===== config.mk =====
export PLATFORM = sky130hd
export DESIGN_NAME = udp_rx_parser
export DESIGN_NICKNAME = d
export VERILOG_FILES = /design/src/rtl/udp_pkg.sv /design/src/rtl/udp_csum_accum.sv /design/src/rtl/udp_rx_parser.sv
export SDC_FILE = /design/constraint.sdc
export NUM_CORES = 1
export LEC_CHECK = 0
export CAP_MARGIN = 20
export CORE_MARGIN = 2
export CORE_UTILIZATION = 47
export DETAILED_ROUTE_END_ITERATION = 8
export PLACE_DENSITY = 0.94
export SLEW_MARGIN = 20
export SYNTH_ARGS = -nofsm -noshare
export SYNTH_HDL_FRONTEND = slang
export SYNTH_HIERARCHICAL = 1
export SYNTH_SLANG_ARGS = --single-unit

===== constraint.sdc =====
create_clock -name clk -period 6.6 [get_ports clk]
set_input_delay 1.32 -clock clk [delete_from_list [all_inputs] [get_ports clk]]
set_output_delay 1.32 -clock clk [all_outputs]
set_load 0.05 [all_outputs]

===== src/rtl/udp_pkg.sv =====
// Shared types and helpers for the UDP receive parser: FSM encoding,
// byte-keep mask generation and one's-complement folding.
package udp_pkg;

  localparam int         UDP_HDR_BYTES = 8;
  localparam logic [7:0] IP_PROTO_UDP  = 8'h11;

  typedef enum logic [1:0] {
    ST_IDLE    = 2'd0,
    ST_HDR2    = 2'd1,
    ST_PAYLOAD = 2'd2,
    ST_DONE    = 2'd3
  } udp_state_e;

  // MSB-aligned mask with one bit per remaining byte, capped at 8 bytes
  function automatic logic [7:0] keep_mask(input logic [15:0] bytes_left);
    logic [7:0] m;
    m = 8'h00;
    for (int i = 0; i < 8; i++) begin
      m[7-i] = (bytes_left > 16'(i));
    end
    return m;
  endfunction

  // Two end-around folds bring any 20-bit partial sum back to 16 bits
  function automatic logic [15:0] csum_fold(input logic [19:0] s);
    logic [16:0] f;
    f = {1'b0, s[15:0]} + {13'd0, s[19:16]};
    return f[15:0] + {15'd0, f[16]};
  endfunction

endpackage


===== src/rtl/udp_csum_accum.sv =====
// Running one's-complement accumulator over DATA_W/16 masked halfword lanes.
// pass_o reflects the sum including the word presented this cycle.
module udp_csum_accum
  import udp_pkg::*;
#(
  parameter int DATA_W = 32
) (
  input  logic              clk,
  input  logic              reset,
  input  logic              load_i,
  input  logic              en_i,
  input  logic [15:0]       init_i,
  input  logic [DATA_W-1:0] word_i,
  input  logic [DATA_W/8-1:0] keep_i,
  input  logic [15:0]       rx_csum_i,
  output logic              pass_o
);

  localparam int LANES = DATA_W / 16;
  localparam int NB    = DATA_W / 8;

  logic [15:0] acc_q, acc_d;
  logic [15:0] sum_next_s;

  // Add this cycle's masked lanes onto either the pseudo-header seed or the running sum
  always_comb begin
    logic [19:0] sum;
    logic [15:0] lane;
    sum  = load_i ? {4'd0, init_i} : {4'd0, acc_q};
    lane = 16'h0000;
    for (int l = 0; l < LANES; l++) begin
      lane = word_i[DATA_W-1-16*l -: 16]
             & {{8{keep_i[NB-1-2*l]}}, {8{keep_i[NB-2-2*l]}}};
      sum  = sum + {4'd0, lane};
    end
    sum_next_s = csum_fold(sum);
    acc_d      = en_i ? sum_next_s : acc_q;
  end

  assign pass_o = (sum_next_s == 16'hFFFF) || (rx_csum_i == 16'h0000);

  // Accumulator register
  always_ff @(posedge clk or posedge reset) begin
    if (reset) begin
      acc_q <= 16'h0000;
    end else begin
      acc_q <= acc_d;
    end
  end

endmodule


===== src/rtl/udp_rx_parser.sv =====
// UDP receive parser: header extraction, payload streaming with byte-keep,
// length checks and listen-port steering. Checksum verification is built
// only when UDP_RX_CHECKSUM_EN is defined.
module udp_rx_parser
  import udp_pkg::*;
#(
  parameter int DATA_W    = 32,
  parameter int NUM_PORTS = 4
) (
  input  logic                    clk,
  input  logic                    reset,
  input  logic                    start,
  input  logic                    in_valid,
  input  logic [DATA_W-1:0]       data,
  input  logic [31:0]             src_ip,
  input  logic [31:0]             dest_ip,
  input  logic [15:0]             len_udp,
  input  logic [NUM_PORTS*16-1:0] listen_ports,
  output logic [15:0]             src_port,
  output logic [15:0]             dest_port,
  output logic [15:0]             len_data,
  output logic [DATA_W-1:0]       data_udp,
  output logic [DATA_W/8-1:0]     data_keep,
  output logic                    wr_en,
  output logic [NUM_PORTS-1:0]    port_hit,
  output logic                    fin,
  output logic                    ok,
  output logic                    err_len
);

  localparam int          NB      = DATA_W / 8;
  localparam logic [15:0] NB16    = 16'(DATA_W / 8);
  localparam bit          ONE_HDR = (DATA_W == 64);

  udp_state_e state_q, state_d;
  logic [15:0] bytes_left_q, bytes_left_d, len_udp_q, len_udp_d;
  logic [31:0] hdr0_q, hdr0_d;
  logic        len_err_q, len_err_d;
  logic [15:0] src_port_q, src_port_d, dest_port_q, dest_port_d, len_data_q, len_data_d;
  logic [DATA_W-1:0]    data_udp_q, data_udp_d;
  logic [NB-1:0]        data_keep_q, data_keep_d;
  logic [NUM_PORTS-1:0] port_hit_q, port_hit_d, hit_s;
  logic wr_en_q, wr_en_d, fin_q, fin_d, ok_q, ok_d, err_len_q, err_len_d;

  logic [31:0]   hdr_sel_s;
  logic [15:0]   start_bytes_s, bytes_ref_s, bytes_next_s, len_ref_s;
  logic          hdr_last_s, pay_s, abort_s, hdr_err_s, short_ref_s, csum_pass_s;
  logic [7:0]    keep8_s;
  logic [NB-1:0] keep_s;

  assign hdr_sel_s     = ONE_HDR ? data[DATA_W-1 -: 32] : hdr0_q;
  assign start_bytes_s = (len_udp < 16'd8) ? 16'd0 : len_udp - 16'd8;
  assign bytes_ref_s   = ONE_HDR ? start_bytes_s : bytes_left_q;
  assign len_ref_s     = ONE_HDR ? len_udp : len_udp_q;
  assign short_ref_s   = ONE_HDR ? (len_udp < 16'd8) : len_err_q;
  assign hdr_err_s     = short_ref_s | (data[31:16] != len_ref_s);
  assign bytes_next_s  = (bytes_left_q > NB16) ? bytes_left_q - NB16 : 16'd0;
  assign keep8_s       = keep_mask(bytes_left_q);
  assign keep_s        = keep8_s[7 -: NB];

  assign abort_s    = start && ((state_q == ST_HDR2) || (state_q == ST_PAYLOAD));
  assign hdr_last_s = ONE_HDR ? start : ((state_q == ST_HDR2) && in_valid && !start);
  assign pay_s      = (state_q == ST_PAYLOAD) && in_valid && !start;

  // Lowest-index enabled listen entry matching the destination port
  always_comb begin
    logic found;
    logic match;
    found = 1'b0;
    match = 1'b0;
    hit_s = '0;
    for (int i = 0; i < NUM_PORTS; i++) begin
      match    = (listen_ports[16*i +: 16] != 16'h0000)
                 && (listen_ports[16*i +: 16] == hdr_sel_s[15:0]);
      hit_s[i] = match & ~found;
      found    = found | match;
    end
  end

`ifdef UDP_RX_CHECKSUM_EN
  logic [15:0] pseudo_s, csum_rx_q, csum_rx_d;
  logic [NB-1:0] csum_keep_s;

  assign pseudo_s = csum_fold({4'd0, src_ip[31:16]} + {4'd0, src_ip[15:0]}
                            + {4'd0, dest_ip[31:16]} + {4'd0, dest_ip[15:0]}
                            + {12'd0, IP_PROTO_UDP} + {4'd0, len_udp});
  assign csum_keep_s = pay_s ? keep_s : {NB{1'b1}};
  assign csum_rx_d   = hdr_last_s ? data[15:0] : csum_rx_q;

  udp_csum_accum #(.DATA_W(DATA_W)) u_csum (
    .clk       (clk),
    .reset     (reset),
    .load_i    (start),
    .en_i      (start | hdr_last_s | pay_s),
    .init_i    (pseudo_s),
    .word_i    (data),
    .keep_i    (csum_keep_s),
    .rx_csum_i (csum_rx_d),
    .pass_o    (csum_pass_s)
  );

  // Received checksum field, held for the end-of-datagram decision
  always_ff @(posedge clk or posedge reset) begin
    if (reset) begin
      csum_rx_q <= 16'h0000;
    end else begin
      csum_rx_q <= csum_rx_d;
    end
  end
`else
  logic unused_ip_s;
  assign unused_ip_s = ^{src_ip, dest_ip};
  assign csum_pass_s = 1'b1;
`endif

  // Next-state and output decode; abort overrides the end-of-datagram verdict
  always_comb begin
    state_d      = (state_q == ST_DONE) ? ST_IDLE : state_q;
    bytes_left_d = bytes_left_q;
    len_udp_d    = len_udp_q;
    hdr0_d       = hdr0_q;
    len_err_d    = len_err_q;
    src_port_d   = src_port_q;
    dest_port_d  = dest_port_q;
    len_data_d   = len_data_q;
    port_hit_d   = port_hit_q;
    data_udp_d   = data_udp_q;
    data_keep_d  = data_keep_q;
    wr_en_d      = 1'b0;
    fin_d        = 1'b0;
    ok_d         = 1'b0;
    err_len_d    = 1'b0;

    case (state_q)
      ST_IDLE, ST_DONE, ST_HDR2, ST_PAYLOAD: begin
        if (start) begin
          len_udp_d    = len_udp;
          hdr0_d       = data[DATA_W-1 -: 32];
          bytes_left_d = start_bytes_s;
          len_err_d    = (len_udp < 16'd8);
          state_d      = ONE_HDR ? ST_PAYLOAD : ST_HDR2;
        end else begin
          hdr0_d = hdr0_q;
        end
      end
      default: state_d = ST_IDLE;
    endcase

    if (hdr_last_s) begin
      src_port_d  = hdr_sel_s[31:16];
      dest_port_d = hdr_sel_s[15:0];
      len_data_d  = data[31:16] - 16'd8;
      port_hit_d  = hit_s;
      len_err_d   = hdr_err_s;
      if (bytes_ref_s == 16'd0) begin
        state_d   = ST_DONE;
        fin_d     = 1'b1;
        err_len_d = hdr_err_s;
        ok_d      = csum_pass_s & ~hdr_err_s & (|hit_s);
      end else begin
        state_d = ST_PAYLOAD;
      end
    end else begin
      len_data_d = len_data_d;
    end

    if (pay_s) begin
      data_udp_d   = data;
      data_keep_d  = keep_s;
      wr_en_d      = |port_hit_q;
      bytes_left_d = bytes_next_s;
      if (bytes_next_s == 16'd0) begin
        state_d   = ST_DONE;
        fin_d     = 1'b1;
        err_len_d = len_err_q;
        ok_d      = csum_pass_s & ~len_err_q & (|port_hit_q);
      end else begin
        state_d = ST_PAYLOAD;
      end
    end else begin
      data_udp_d = data_udp_d;
    end

    if (abort_s) begin
      fin_d     = 1'b1;
      ok_d      = 1'b0;
      err_len_d = 1'b0;
      wr_en_d   = 1'b0;
    end else begin
      fin_d = fin_d;
    end
  end

  // State, context and registered outputs
  always_ff @(posedge clk or posedge reset) begin
    if (reset) begin
      state_q      <= ST_IDLE;
      bytes_left_q <= 16'd0;
      len_udp_q    <= 16'd0;
      hdr0_q       <= 32'd0;
      len_err_q    <= 1'b0;
      src_port_q   <= 16'd0;
      dest_port_q  <= 16'd0;
      len_data_q   <= 16'd0;
      port_hit_q   <= '0;
      data_udp_q   <= '0;
      data_keep_q  <= '0;
      wr_en_q      <= 1'b0;
      fin_q        <= 1'b0;
      ok_q         <= 1'b0;
      err_len_q    <= 1'b0;
    end else begin
      state_q      <= state_d;
      bytes_left_q <= bytes_left_d;
      len_udp_q    <= len_udp_d;
      hdr0_q       <= hdr0_d;
      len_err_q    <= len_err_d;
      src_port_q   <= src_port_d;
      dest_port_q  <= dest_port_d;
      len_data_q   <= len_data_d;
      port_hit_q   <= port_hit_d;
      data_udp_q   <= data_udp_d;
      data_keep_q  <= data_keep_d;
      wr_en_q      <= wr_en_d;
      fin_q        <= fin_d;
      ok_q         <= ok_d;
      err_len_q    <= err_len_d;
    end
  end

  assign src_port  = src_port_q;
  assign dest_port = dest_port_q;
  assign len_data  = len_data_q;
  assign port_hit  = port_hit_q;
  assign data_udp  = data_udp_q;
  assign data_keep = data_keep_q;
  assign wr_en     = wr_en_q;
  assign fin       = fin_q;
  assign ok        = ok_q;
  assign err_len   = err_len_q;

endmodule


Word-level counts from Yosys, hierarchy flattened
Cells that the tools add are included.

Add/subtract/negate cells: 3. Order comparisons: 6. Eq/ne operators: 12. Multiplexer cells: 36. Bitwise operators: 13. Reduce and logical (&&, ||, !) cells: 21.

Operators with widths (number): 16-bit two-way mux (7); 16-bit equality test (4); 32-bit two-way mux (2); 16-bit nonzero test (4); 16-bit by 1-bit > comparator with 1-bit output, second input constant (2); 16-bit by 2-bit > comparator with 1-bit output, second input constant (2); 16-bit zero test (2); 16-bit by 4-bit subtractor with 16-bit output, second input constant (2); 1-bit two-way mux (22); 16-bit by 3-bit > comparator with 1-bit output, second input constant (1); 16-bit by 4-bit < comparator with 1-bit output, second input constant (1); 16-bit != test (1); 16-bit by 3-bit subtractor with 16-bit output, second input constant (1); 4-bit OR reduction (3); 2-bit two-way mux (5); 1-bit logical AND (9); 3-bit != test, second input constant (2); 1-bit AND (5); 5-bit != test, second input constant (1); 1-bit inverter (5); 2-bit equality test, second input constant (2); 1-bit OR (3); 2-bit by 1-bit equality test with 1-bit output, second input constant (1); 2-bit zero test (1); other kinds (3) (3).

Register bits: 159. Bits of input ports: 180. Output and inout port bits: 92. Word-level logic and storage cells: 106.

Logic depth before layout (Yosys ltp)
Depth in word-level cells: 13. Depth in mapped cells: 10. Mapped depth without buffers: 8.

Worst setup path before layout
OpenSTA, ideal clock, no wires.

Path type: input -> register. Start point: in in_valid. End point: reg err_len_q, in the netlist err_len. Setup time: 0.128 ns. Data arrival time: 3.037 ns. Data required time: 6.472 ns. Path slack: 3.435 ns. Stages: 8. Buffers on the path: 2. Cells stage by stage: clkbuf_1 > and3b_1 > clkbuf_1 > nand3_1 > a2111o_1 > nor4_1 > o21ai_1 > mux2_1.

Cells in the longest elaborated chain, start to end: 6. Elaborated cells on any way between the ends: 8. Those cells by class: mux (4); reduce/logical (4).

RTL lines: start, declared (line udp_rx_parser.sv:13) `input logic in_valid,`; 1-bit logical AND (2 in series) (line udp_rx_parser.sv:62) `assign hdr_last_s = ONE_HDR ? start : ((state_q == ST_HDR2) && in_valid && !start);`; 1-bit two-way mux (line udp_rx_parser.sv:149) `if (hdr_last_s) begin`; 1-bit two-way mux (line udp_rx_parser.sv:172) `if (bytes_next_s == 16'd0) begin`; 1-bit two-way mux * (line udp_rx_parser.sv:167) `if (pay_s) begin`; 1-bit two-way mux * (line udp_rx_parser.sv:184) `if (abort_s) begin`; named net err_len_d (line udp_rx_parser.sv:43) `logic wr_en_q, wr_en_d, fin_q, fin_d, ok_q, ok_d, err_len_q, err_len_d;`; end signal, assigned (line udp_rx_parser.sv:227) `err_len_q <= err_len_d;`; end, declared (line udp_rx_parser.sv:43).

The timed path passes the listed nets; every way through them passes the cells marked *. A chain may end at the register's enable or synchronous reset.

Worst setup path after layout
Start point: in len_udp[5]. End point: reg bytes_left_q[7].

Cells in the longest elaborated chain, start to end: 5. Elaborated cells on any way between the ends: 6. Those cells by class: add/sub (1); order compare (1); mux (4).

RTL lines: start, declared (line udp_rx_parser.sv:17) `input logic [15:0] len_udp,`; 16-bit by 4-bit subtractor with 16-bit output / 16-bit by 4-bit < comparator with 1-bit output (equally long branches) (line udp_rx_parser.sv:52) `assign start_bytes_s = (len_udp < 16'd8) ? 16'd0 : len_udp - 16'd8;`; 16-bit two-way mux * (line udp_rx_parser.sv:52); 16-bit two-way mux * (line udp_rx_parser.sv:136) `if (start) begin`; 16-bit two-way mux * (line udp_rx_parser.sv:134) `case (state_q)`; 16-bit two-way mux * (line udp_rx_parser.sv:167); end signal, assigned (line udp_rx_parser.sv:214) `bytes_left_q <= bytes_left_d;`; end, declared (line udp_rx_parser.sv:36) `logic [15:0] bytes_left_q, bytes_left_d, len_udp_q, len_udp_d;`.

Mark *: on every way between the ends. The rest lies on a longest branch, timed or not. The select of a mux whose other input is x is not followed.

==> key figures <==
Run status
  – Status: completed

GRT
  – Global route overflow: 0
  – Initial antenna violation count: 0
  – GRT Total Usage: 0.265
  – First-pass GRT wire length: 37600 um
  – Largest net degree at the start of global routing: 111
  – Vias in the first global route: 7017

Timing
  – Slew HR: 0.334
  – Hold slack: ~0.48 ns
  – Worst slew pin tran: 0.999 ns
  – Fmax: 273 MHz
  – Worst setup margin: 2.94 ns
  – Unrepaired setup endpoints after global routing: no
  – Max-slew violation count: 0
  – Final hold viol count: 0
  – Setup tns final: 0 ns
  – Max Clock Skew: 0.0126 ns
  – Setup-failing EPs final: 0
  – Final period demand of the worst path: around 3.7 ns
  – Final worst-path cycle share: 0.554

Run
  – Max-Cap Viols: 0

Die
  – # IOs: 272
  – Overall die width: 136 um
  – Die height: 136 um
  – Initial Utilization: 0.476
  – # rows: 48
  – Area of the die: 18500 um^2
  – Core Region: 17200 um^2

Power and ir drop
  – Power after layout: ~0.0041 W
  – Leak: 4.33 nW
  – Pwr dens: 374 nW/um^2
  – VDD IR-drop max: 0.000284 V

Min path
  – Worst Hold Class: reg2reg
  – Hold path cells: 2

Setup path
  – Crit. End Element: register
  – Crit Path Max Fanout: 10
  – Arr. time, crit path: a little under 4 ns
  – Crit Path Category: in2reg
  – Worst path required time: 6.92 ns
  – Worst r2r path cells: 8
  – CP Launch Type: input pin

Cells and area
  – Fill count: roughly 1.3k
  – Fin nets: 1108
  – Register area: 3980 um^2
  – Layout cells sized above 1: 0.172
  – N_diodes: 0
  – Area of the multi-input gates: 3970 um^2
  – Area Overhead vs Synth: 33.9%

Placed design
  – DP HPWL: around 17000 um
  – Dpl ws: 2.64 ns
  – GP Congestion: between 0.9 and 1
  – IO buf count: 207

Yosys
  – #FFs+latches synth: 159
  – Post-Syn Nets: 928
  – Post-synth EDFFs: 0
  – Sequential area share after synthesis: 0.486
  – Predominant post-synthesis flop cell: dfrtp_1
  – Post-Synthesis Cells: 742
  – Mean Syn Cell Area: 11.0 um^2
  – Mapped Area: 8180 um^2
  – Post-synthesis async set-or-reset flop share: 1.00
  – Unique masters post-synth: 60
  – Synth warn: 6

Drt
  – # DRC: 0
  – Wire per inst: 20.7 um
  – Iter 0 DRT Violations: 489
  – Detailed Route WL: 24000 um
  – Initial DRT Pass Iterations: 5
  – Antenna Nets Post-Route: 0
  – Via count: 6758
  – Vias per inst: between 5 and 6

CTS
  – CTS Hold Bufs: 0
  – PostCTS Resize Cnt: 0
  – CTS tree: done
  – Sinks on Clock Net: approximately 160
  – Clock-pin slew on the worst setup and hold paths: 0.07 ns
  – CTS buffer count: 17
  – CTS H-tree lvls: 4
  – Clk_lat worst skew: roughly 0.43 ns
  – Root Driver: clkbuf_16
  – Post-CTS Setup Repair Bufs: 0
  – Clock Tree Buf Depth: 2
-- per-stage QoR --
step	cell area, um^2	utilization	std cells
after global routing	11000	0.638	1160
after floorplan	8180	-	742
after CTS	11000	0.638	1160
final	11000	0.638	1160
after global placement	10400	0.604	1128
after detailed placement	10400	0.605	1128
-- cells in the final DEF, fill, tap and decap left out, types with 3 or more instances in the layout --
master / netlist / final
a22oi_1: 3 / 3
mux2_2: 113 / 113
inv_6: 0 / 6
nand4_1: 24 / 24
o21a_1: 4 / 4
a21oi_1: 23 / 23
nand3_1: 10 / 9
o22ai_1: 5 / 5
inv_8: 0 / 3
o22a_1: 4 / 4
nand3b_1: 3 / 3
nor2_1: 42 / 42
o21ai_0: 35 / 35
nor2b_1: 3 / 3
xnor2_1: 77 / 77
dfrtp_1: 159 / 159
a21o_1: 3 / 3
nor3_1: 16 / 16
o31ai_1: 3 / 3
nand2_1: 40 / 40
nor4_1: 29 / 28
inv_1: 15 / 14
xor2_1: 26 / 26
clkbuf_16: 0 / 17
or3_1: 3 / 3
ha_1: 6 / 6
or4_4: 3 / 3
buf_4: 0 / 3
clkdlybuf4s50_1: 0 / 206
nand2b_1: 5 / 5
-- path summary, 6_finish.rpt --
path,startpoint,end,slack [ns]
max in group asynchronous,reset,hdr0_q[19],3.91
setup / recovery,len_udp[5],bytes_left_q[7],2.94
hold reg to reg,len_data[7],len_data[7],0.48
setup reg to reg,bytes_left_q[2],err_len,3.36
hold / removal,len_data[7],len_data[7],0.48
min in group asynchronous,reset,hdr0_q[2],1.49
-- routing by layer --
layer / wire length, um / global-route usage / vias up / part of all wire
li1: - / - / 3012 / -
met1: 9360 / 0.325 / 3333 / 0.39
met2: 11900 / 0.445 / 345 / 0.50
met3: 1950 / 0.0757 / 68 / 0.081
met4: 719 / 0.104 / 0 / 0.030
met5: 0 / 0 / - / 0
-- synth_stat cells, drive strengths merged, types with 10 or more instances --
cell    number  share of area
dfrtp      159           0.49
mux2       114           0.16
xnor2       77          0.082
clkbuf      43          0.020
nor2        42          0.019
nand2       40          0.018
o21ai       37          0.023
nor4        29          0.022
xor2        26          0.028
nand4       24          0.018
a21oi       23          0.014
nor3        16         0.0098
inv         15         0.0069
nand3       10         0.0061
-- area by class of cell --
class | instances | share of cell area
well taps | 225 | 0.0257
repair buffers | 210 | 0.191
flip-flops and latches | 159 | 0.363
multi-input cells | 519 | 0.363
clock buffers | 20 | 0.0417
clock inverters | 12 | 0.0106
inverters | 15 | 0.00560
-- power by group --
group          internal (W)  total, W  leakage, nW  switching [W]
registers           0.00122   0.00142         1.93       0.000192
logic              0.000650   0.00172         2.12        0.00107
clock network      0.000519  0.000962        0.285       0.000443
-- worst max-delay path, stage by stage --
cell and delay (ns):
clkdlybuf4s50_1 0.53, nor3_1 0.53, nand4b_1 0.32, o22ai_1 0.73
nor2_1 0.17, o21a_1 0.21, o22a_1 0.17
-- flip-flops by register name, indices dropped and copies added, names as in the netlist --
register      flops
data_udp         32
hdr0_q           32
bytes_left_q     16
dest_port        16
len_data         16
len_ref_s        16
src_port         16
data_keep         4
port_hit          4
state_q           2
err_len           1
fin               1
len_err_q         1
ok                1
wr_en             1
-- cells by family after synthesis --
kind of cell             synth area share
AO/OA/AOI/OAI                      0.0772
AND/OR/NAND/NOR                     0.127
flip-flops                          0.486
buffers and inverters              0.0304
multiplexers                        0.159
adder cells (fa/ha/maj)           0.00918
XOR/XNOR                            0.110
Power figures use the tool's default switching activity.
==> edit 1, RTL diff (same flow settings) <==
Add an input register stage for `in_valid` and `listen_ports`, without a reset; this delays them by one clock. The other inputs are not delayed to match.
--- a/src/rtl/udp_rx_parser.sv
+++ b/src/rtl/udp_rx_parser.sv
@@ -32,6 +32,14 @@
   localparam logic [15:0] NB16    = 16'(DATA_W / 8);
   localparam bit          ONE_HDR = (DATA_W == 64);
 
+  logic in_valid_q;
+  logic [NUM_PORTS*16-1:0] listen_ports_q;
+
+  always_ff @(posedge clk) begin
+    in_valid_q     <= in_valid;
+    listen_ports_q <= listen_ports;
+  end
+
   udp_state_e state_q, state_d;
   logic [15:0] bytes_left_q, bytes_left_d, len_udp_q, len_udp_d;
   logic [31:0] hdr0_q, hdr0_d;
@@ -59,8 +67,8 @@
   assign keep_s        = keep8_s[7 -: NB];
 
   assign abort_s    = start && ((state_q == ST_HDR2) || (state_q == ST_PAYLOAD));
-  assign hdr_last_s = ONE_HDR ? start : ((state_q == ST_HDR2) && in_valid && !start);
-  assign pay_s      = (state_q == ST_PAYLOAD) && in_valid && !start;
+  assign hdr_last_s = ONE_HDR ? start : ((state_q == ST_HDR2) && in_valid_q && !start);
+  assign pay_s      = (state_q == ST_PAYLOAD) && in_valid_q && !start;
 
   // Lowest-index enabled listen entry matching the destination port
   always_comb begin
@@ -70,8 +78,8 @@
     match = 1'b0;
     hit_s = '0;
     for (int i = 0; i < NUM_PORTS; i++) begin
-      match    = (listen_ports[16*i +: 16] != 16'h0000)
-                 && (listen_ports[16*i +: 16] == hdr_sel_s[15:0]);
+      match    = (listen_ports_q[16*i +: 16] != 16'h0000)
+                 && (listen_ports_q[16*i +: 16] == hdr_sel_s[15:0]);
       hit_s[i] = match & ~found;
       found    = found | match;
     end
Function: changed (Yosys sat finds a counterexample within 4 cycles, from zero or initial values and one cycle with reset high).
==> edit 1 against the original RTL <==
  * Power grew 16%
  * Combinational power down 9%
  * Largest cell class unchanged
  * Final cell count grew 7.6%
  * Via count up 3.7%
  * Worst setup slack better by 0.19 ns
  * Synthesized area increased by 16%
  * Clock skew rose by 0.0047 ns
  * Global-route usage shrank 2.4 points
  * Sequential cell count increased by 65
  * Critical endpoint is now bytes_left_q[6]
  * Final area grew 14%
  * Die area is 15% higher
  * Routed wire length rose by 8.6%
  * First-iteration DRC count down 12%
  * Core utilization about the same
==> edit 1: results (changes against the original RTL) <==
[power_and_ir_drop] Worst VDD drop 0.000272 V [-4.2%]
[synthesis] async set-reset flop share out of synthesis 71.0% [-29 points]
[layout] fraction of final layout cells sized beyond drive strength 1 17.6% [+0.38 points]
[clock_network] number of buffers on the longest clock path 3 [+1]
[synthesis] most numerous cell types in the synthesized netlist sky130_fd_sc_hd__dfrtp_1 (159), sky130_fd_sc_hd__mux2_2 (112), sky130_fd_sc_hd__dfxtp_1 (65), sky130_fd_sc_hd__xor2_1 (54), sky130_fd_sc_hd__xnor2_1 (46)
[routing] violation count after the first detailed-route iteration 432 [-12%]
[timing] clock skew 0.0173 ns [+0.00474 ns]
[global_routing] vias in the first global route 7308 [+4.1%]
[worst_setup_path] data arrival time at the worst-slack endpoint 3.86 ns [-0.12 ns]
[layout] final net count 1151 [+3.9%]
[placement] gp weighted congestion 0.916 [+0.90%]
[global_routing] global-route wire length before repair 40600 microns [+8.1%]
[power_and_ir_drop] internal cell power 3.05 mW [+27%]
[placement] worst setup slack after placement 2.68 ns [+0.0347 ns]
[clock_network] # H-tree levels 1 [-3]
[global_routing] Total GRT Usage 24.1% [-2.4 points]
[worst_setup_path] stage delay of the slowest cell on the critical path 0.62 ns [-0.11 ns]
[worst_setup_path] worst setup path startpoint len_udp[8]
[routing] TritonRoute pass-1 iters 4 [-1]
[synthesis] proportion of synthesized chip area in sequential cells 55.7% [+7.1 points]
[worst_setup_path] Worst setup endpoint bytes_left_q[6]
[placement] post-detail-place hpwl 18000 microns [+5.3%]
[synthesis] Cell variety after synth 64 [+6.7%]
[clock_network] clock latency of the later-clocked register in the worst-skew pair 0.51 ns [+0.08 ns]
[layout] # fillers 1457 [+12%]
[timing] maximum clock frequency 0.288 GHz [+5.4%]
[synthesis] Mapped Nets 967 [+4.2%]
[routing] DR vias 7008 [+3.7%]
[worst_setup_path] R2R Path End ok
[timing] Worst Tran Pin Value 1.03 ns [+0.0287 ns]
[outcome] status finished, final reports clean
[clock_network] CTS Buf Count 24 [+7]
[synthesis] cells taking the most area after synthesis sky130_fd_sc_hd__dfrtp_1 (42%), sky130_fd_sc_hd__dfxtp_1 (14%), sky130_fd_sc_hd__mux2_2 (13%)
[worst_setup_path] maximum net fanout on the critical path 9 [-1]
[edit 1: changes by cell type after synthesis, sizes merged, moves of 5 or more]
cell	change
nor2	-16
a21oi	-7
dfxtp	+65
nor4	+8
nand2	-5
o22ai	+5
xnor2	-31
xor2	+28
[edit 1: metrics by stage]
| step | area (sq um) | power [mW] | utilization (%) | cells |
|---|---|---|---|---|
| 2_1_floorplan | 9470 | 2.81 | - | 781 |
| 3_3_place_gp | 11700 | 3.35 | 59.5 | 1204 |
| 3_5_place_dp | 11700 | 3.40 | 59.5 | 1204 |
| 4_1_cts | 12500 | 4.80 | 63.8 | 1248 |
| 5_1_grt | 12500 | 4.95 | 63.8 | 1248 |
| 6_report | 12500 | 4.77 | 63.8 | 1248 |
[edit 1: cells by family (layout without fill, tap and decap cells)]
logic type	count (synthesis)	in the layout	share of synthesized area (%)
buffers and inverters	66	268	3.20
muxes	115	115	13.6
AOI/OAI and AO/OA	90	90	6.16
xor gates and xnor gates	100	100	9.25
adders and majority gates	6	6	0.793
DFF	224	224	55.7
and+or+nand+nor	180	180	11.2
[edit 1: power by group through the flow]
stage / Combinational [mW] / Sequential [mW] / Clock, mW
2_1_floorplan: 0.384 / 2.42 / 0
3_3_place_gp: 1.54 / 1.82 / 0
3_5_place_dp: 1.56 / 1.84 / 0
4_1_cts: 1.58 / 1.82 / 1.41
5_1_grt: 1.64 / 1.85 / 1.47
6_report: 1.57 / 1.82 / 1.39
[edit 1: how the worst min path moves through the flow]
stage | to | startpoint | slack, ns | depth (start not counted)
floorplan | src_port[0] | hdr0_q[16] | 0.48 | 1
global placement | len_data[6] | len_data[6] | 0.46 | 1
detailed placement | len_data[6] | len_data[6] | 0.47 | 1
CTS | len_data[6] | len_data[6] | 0.49 | 1
global route | src_port[10] | hdr0_q[26] | 0.51 | 1
finish | len_data[11] | len_data[11] | 0.49 | 2
[edit 1: per-layer routing]
layer / wire (microns) / track usage, % / part of all wire (%) / vias to the layer above
li1: - / - / - / 3135
met1: 10300 / 29.6 / 39 / 3475
met2: 12800 / 41.3 / 49 / 333
met3: 2030 / 5.74 / 7.8 / 65
met4: 872 / 9.41 / 3.3 / 0
met5: 0 / 0 / 0 / -
[edit 1: cell type report]
cell class | count | area (sq um) | share of cell area [%]
sequential | 224 | 5280 | 42.3
inverter | 14 | 57.6 | 0.461
multi-input combinational | 491 | 3900 | 31.2
tap | 265 | 332 | 2.65
clock inverter | 8 | 78.8 | 0.631
clock buffer | 36 | 759 | 6.08
timing repair buffer | 210 | 2090 | 16.7
[edit 1: worst max-delay path, delay by kind of cell]
| kind | cells | cell delay [ns] |
|---|---|---|
| simple gates | 2 | 1.02 |
| compound gates | 3 | 0.96 |
| buf+inv | 1 | 0.56 |
==> edit 2, RTL diff (config.mk and constraints unchanged) <==
Made on the original files. The parameter `NUM_PORTS` goes from 4 to 5.
--- a/src/rtl/udp_rx_parser.sv
+++ b/src/rtl/udp_rx_parser.sv
@@ -5,7 +5,7 @@
   import udp_pkg::*;
 #(
   parameter int DATA_W    = 32,
-  parameter int NUM_PORTS = 4
+  parameter int NUM_PORTS = 5
 ) (
   input  logic                    clk,
   input  logic                    reset,
Interface: changed (resized listen_ports and port_hit); port bits go from 272 to 289. No check against the original RTL was run, so the function may have changed too.
==> edit 2 against the original RTL <==
  * Die area up 4.1%
  * Worst hold slack better by 0.0056 ns
  * Synthesized cell count is 3.2% higher
  * Routed wire length increased by 7.9%
  * Final area up 4.0%
  * Core utilization shrank 0.15 points
  * Non-clock buffer count increased by 18
  * Sequential cell count up 1
  * Worst setup slack got worse by 0.087 ns
  * Synthesized area grew 4.2%
  * Clock skew about the same
  * Power fell by 2.0%
  * Critical path type unchanged
==> edit 2: results (changes against the original RTL) <==
[synthesis] multiplexer area fraction after synthesis 15.3% [-0.62 points]
[layout] final net count 1159 [+4.6%]
[routing] M1 WL 10700 microns [+14%]
[synthesis] most numerous cell types in the synthesized netlist sky130_fd_sc_hd__dfrtp_1 (160), sky130_fd_sc_hd__mux2_2 (114), sky130_fd_sc_hd__xnor2_1 (96), sky130_fd_sc_hd__clkbuf_1 (46)
[routing] Met2 Wirelength 12900 microns [+8.2%]
[layout] layout buffer count excluding clock buffers 228 [+8.6%]
[layout] comb_multi_in 536 [+3.3%]
[routing] violation count after the first detailed-route iteration 409 [-16%]
[synthesis] Synth Area in Compound Gates 8.02% [+0.29 points]
[timing] clock skew 0.0122 ns [-0.000367 ns]
[power_and_ir_drop] Pleak 4.45 nW [+2.7%]
[layout] Signal inverters 14 [-1]
[worst_setup_path] maximum net fanout on the critical path 6 [-4]
[routing] Routed WL 25900 microns [+7.9%]
[layout] share of cell area taken by multi-input logic gates 36.9% [+0.62 points]
[layout] NonClk Buf Share 19.9% [+0.83 points]
[worst_setup_path] data arrival time at the worst-slack endpoint 4.07 ns [+0.09 ns]
[global_routing] met1 global-route usage 34.1% [+1.7 points]
[outcome] status finished, final reports clean
[power_and_ir_drop] Worst VDD drop 0.000315 V [+11%]
[synthesis] Mapped Nets 968 [+4.3%]
[global_routing] global-route wire length before repair 41000 microns [+9.2%]
[routing] total length of routed met3 wires 1440 microns [-26%]
[layout] Seq area share 35.1% [-1.2 points]
[synthesis] proportion of synthesized chip area in sequential cells 47.0% [-1.7 points]
[layout] clock tree buffer count of the final layout 18 [-10%]
## edit 2: changes by cell type in the layout (fill, tap and decap cells not counted), moves of 6 or more
cell / delta
sky130_fd_sc_hd__nor4_1: +8
sky130_fd_sc_hd__o21ai_0: -10
sky130_fd_sc_hd__clkdlybuf4s50_1: +17
sky130_fd_sc_hd__xnor2_1: +19
sky130_fd_sc_hd__nor2_1: -6
## edit 2: final timing paths
check / start / endpoint / slack [ns] / cells after the start
hold reg to reg: len_data[5] / len_data[5] / 0.48 / 2
hold / removal: len_data[5] / len_data[5] / 0.48 / 2
setup reg to reg: bytes_left_q[2] / err_len / 3.39 / 8
min in group asynchronous: reset / hdr0_q[21] / 1.46 / 2
setup / recovery: len_udp[7] / bytes_left_q[9] / 2.85 / 7
max in group asynchronous: reset / hdr0_q[31] / 3.75 / 3
## edit 2: per-stage QoR
stage | util, % | hold WS [ns] | instances
finish | 63.6 | 0.484 | 1199
global route | 63.6 | 0.507 | 1199
CTS | 63.6 | 0.490 | 1199
detailed placement | 60.4 | 0.470 | 1167
global placement | 60.4 | 0.462 | 1167
floorplan | - | 0.477 | 766
## edit 2: where the power goes
group | total, mW | switching [mW] | internal, mW
sequential | 1.39 | 0.179 | 1.21
clock | 0.985 | 0.449 | 0.536
combinational | 1.64 | 1.01 | 0.630
total | 4.02 | 1.64 | 2.38
## edit 2: worst max-delay path: stages
cell and delay (ns):
sky130_fd_sc_hd__clkdlybuf4s50_1 0.51, sky130_fd_sc_hd__or3_1 0.53, sky130_fd_sc_hd__or4_1 0.60, sky130_fd_sc_hd__nor3_2 0.52
sky130_fd_sc_hd__nor2_1 0.13, sky130_fd_sc_hd__a22o_1 0.24, sky130_fd_sc_hd__a22o_2 0.21
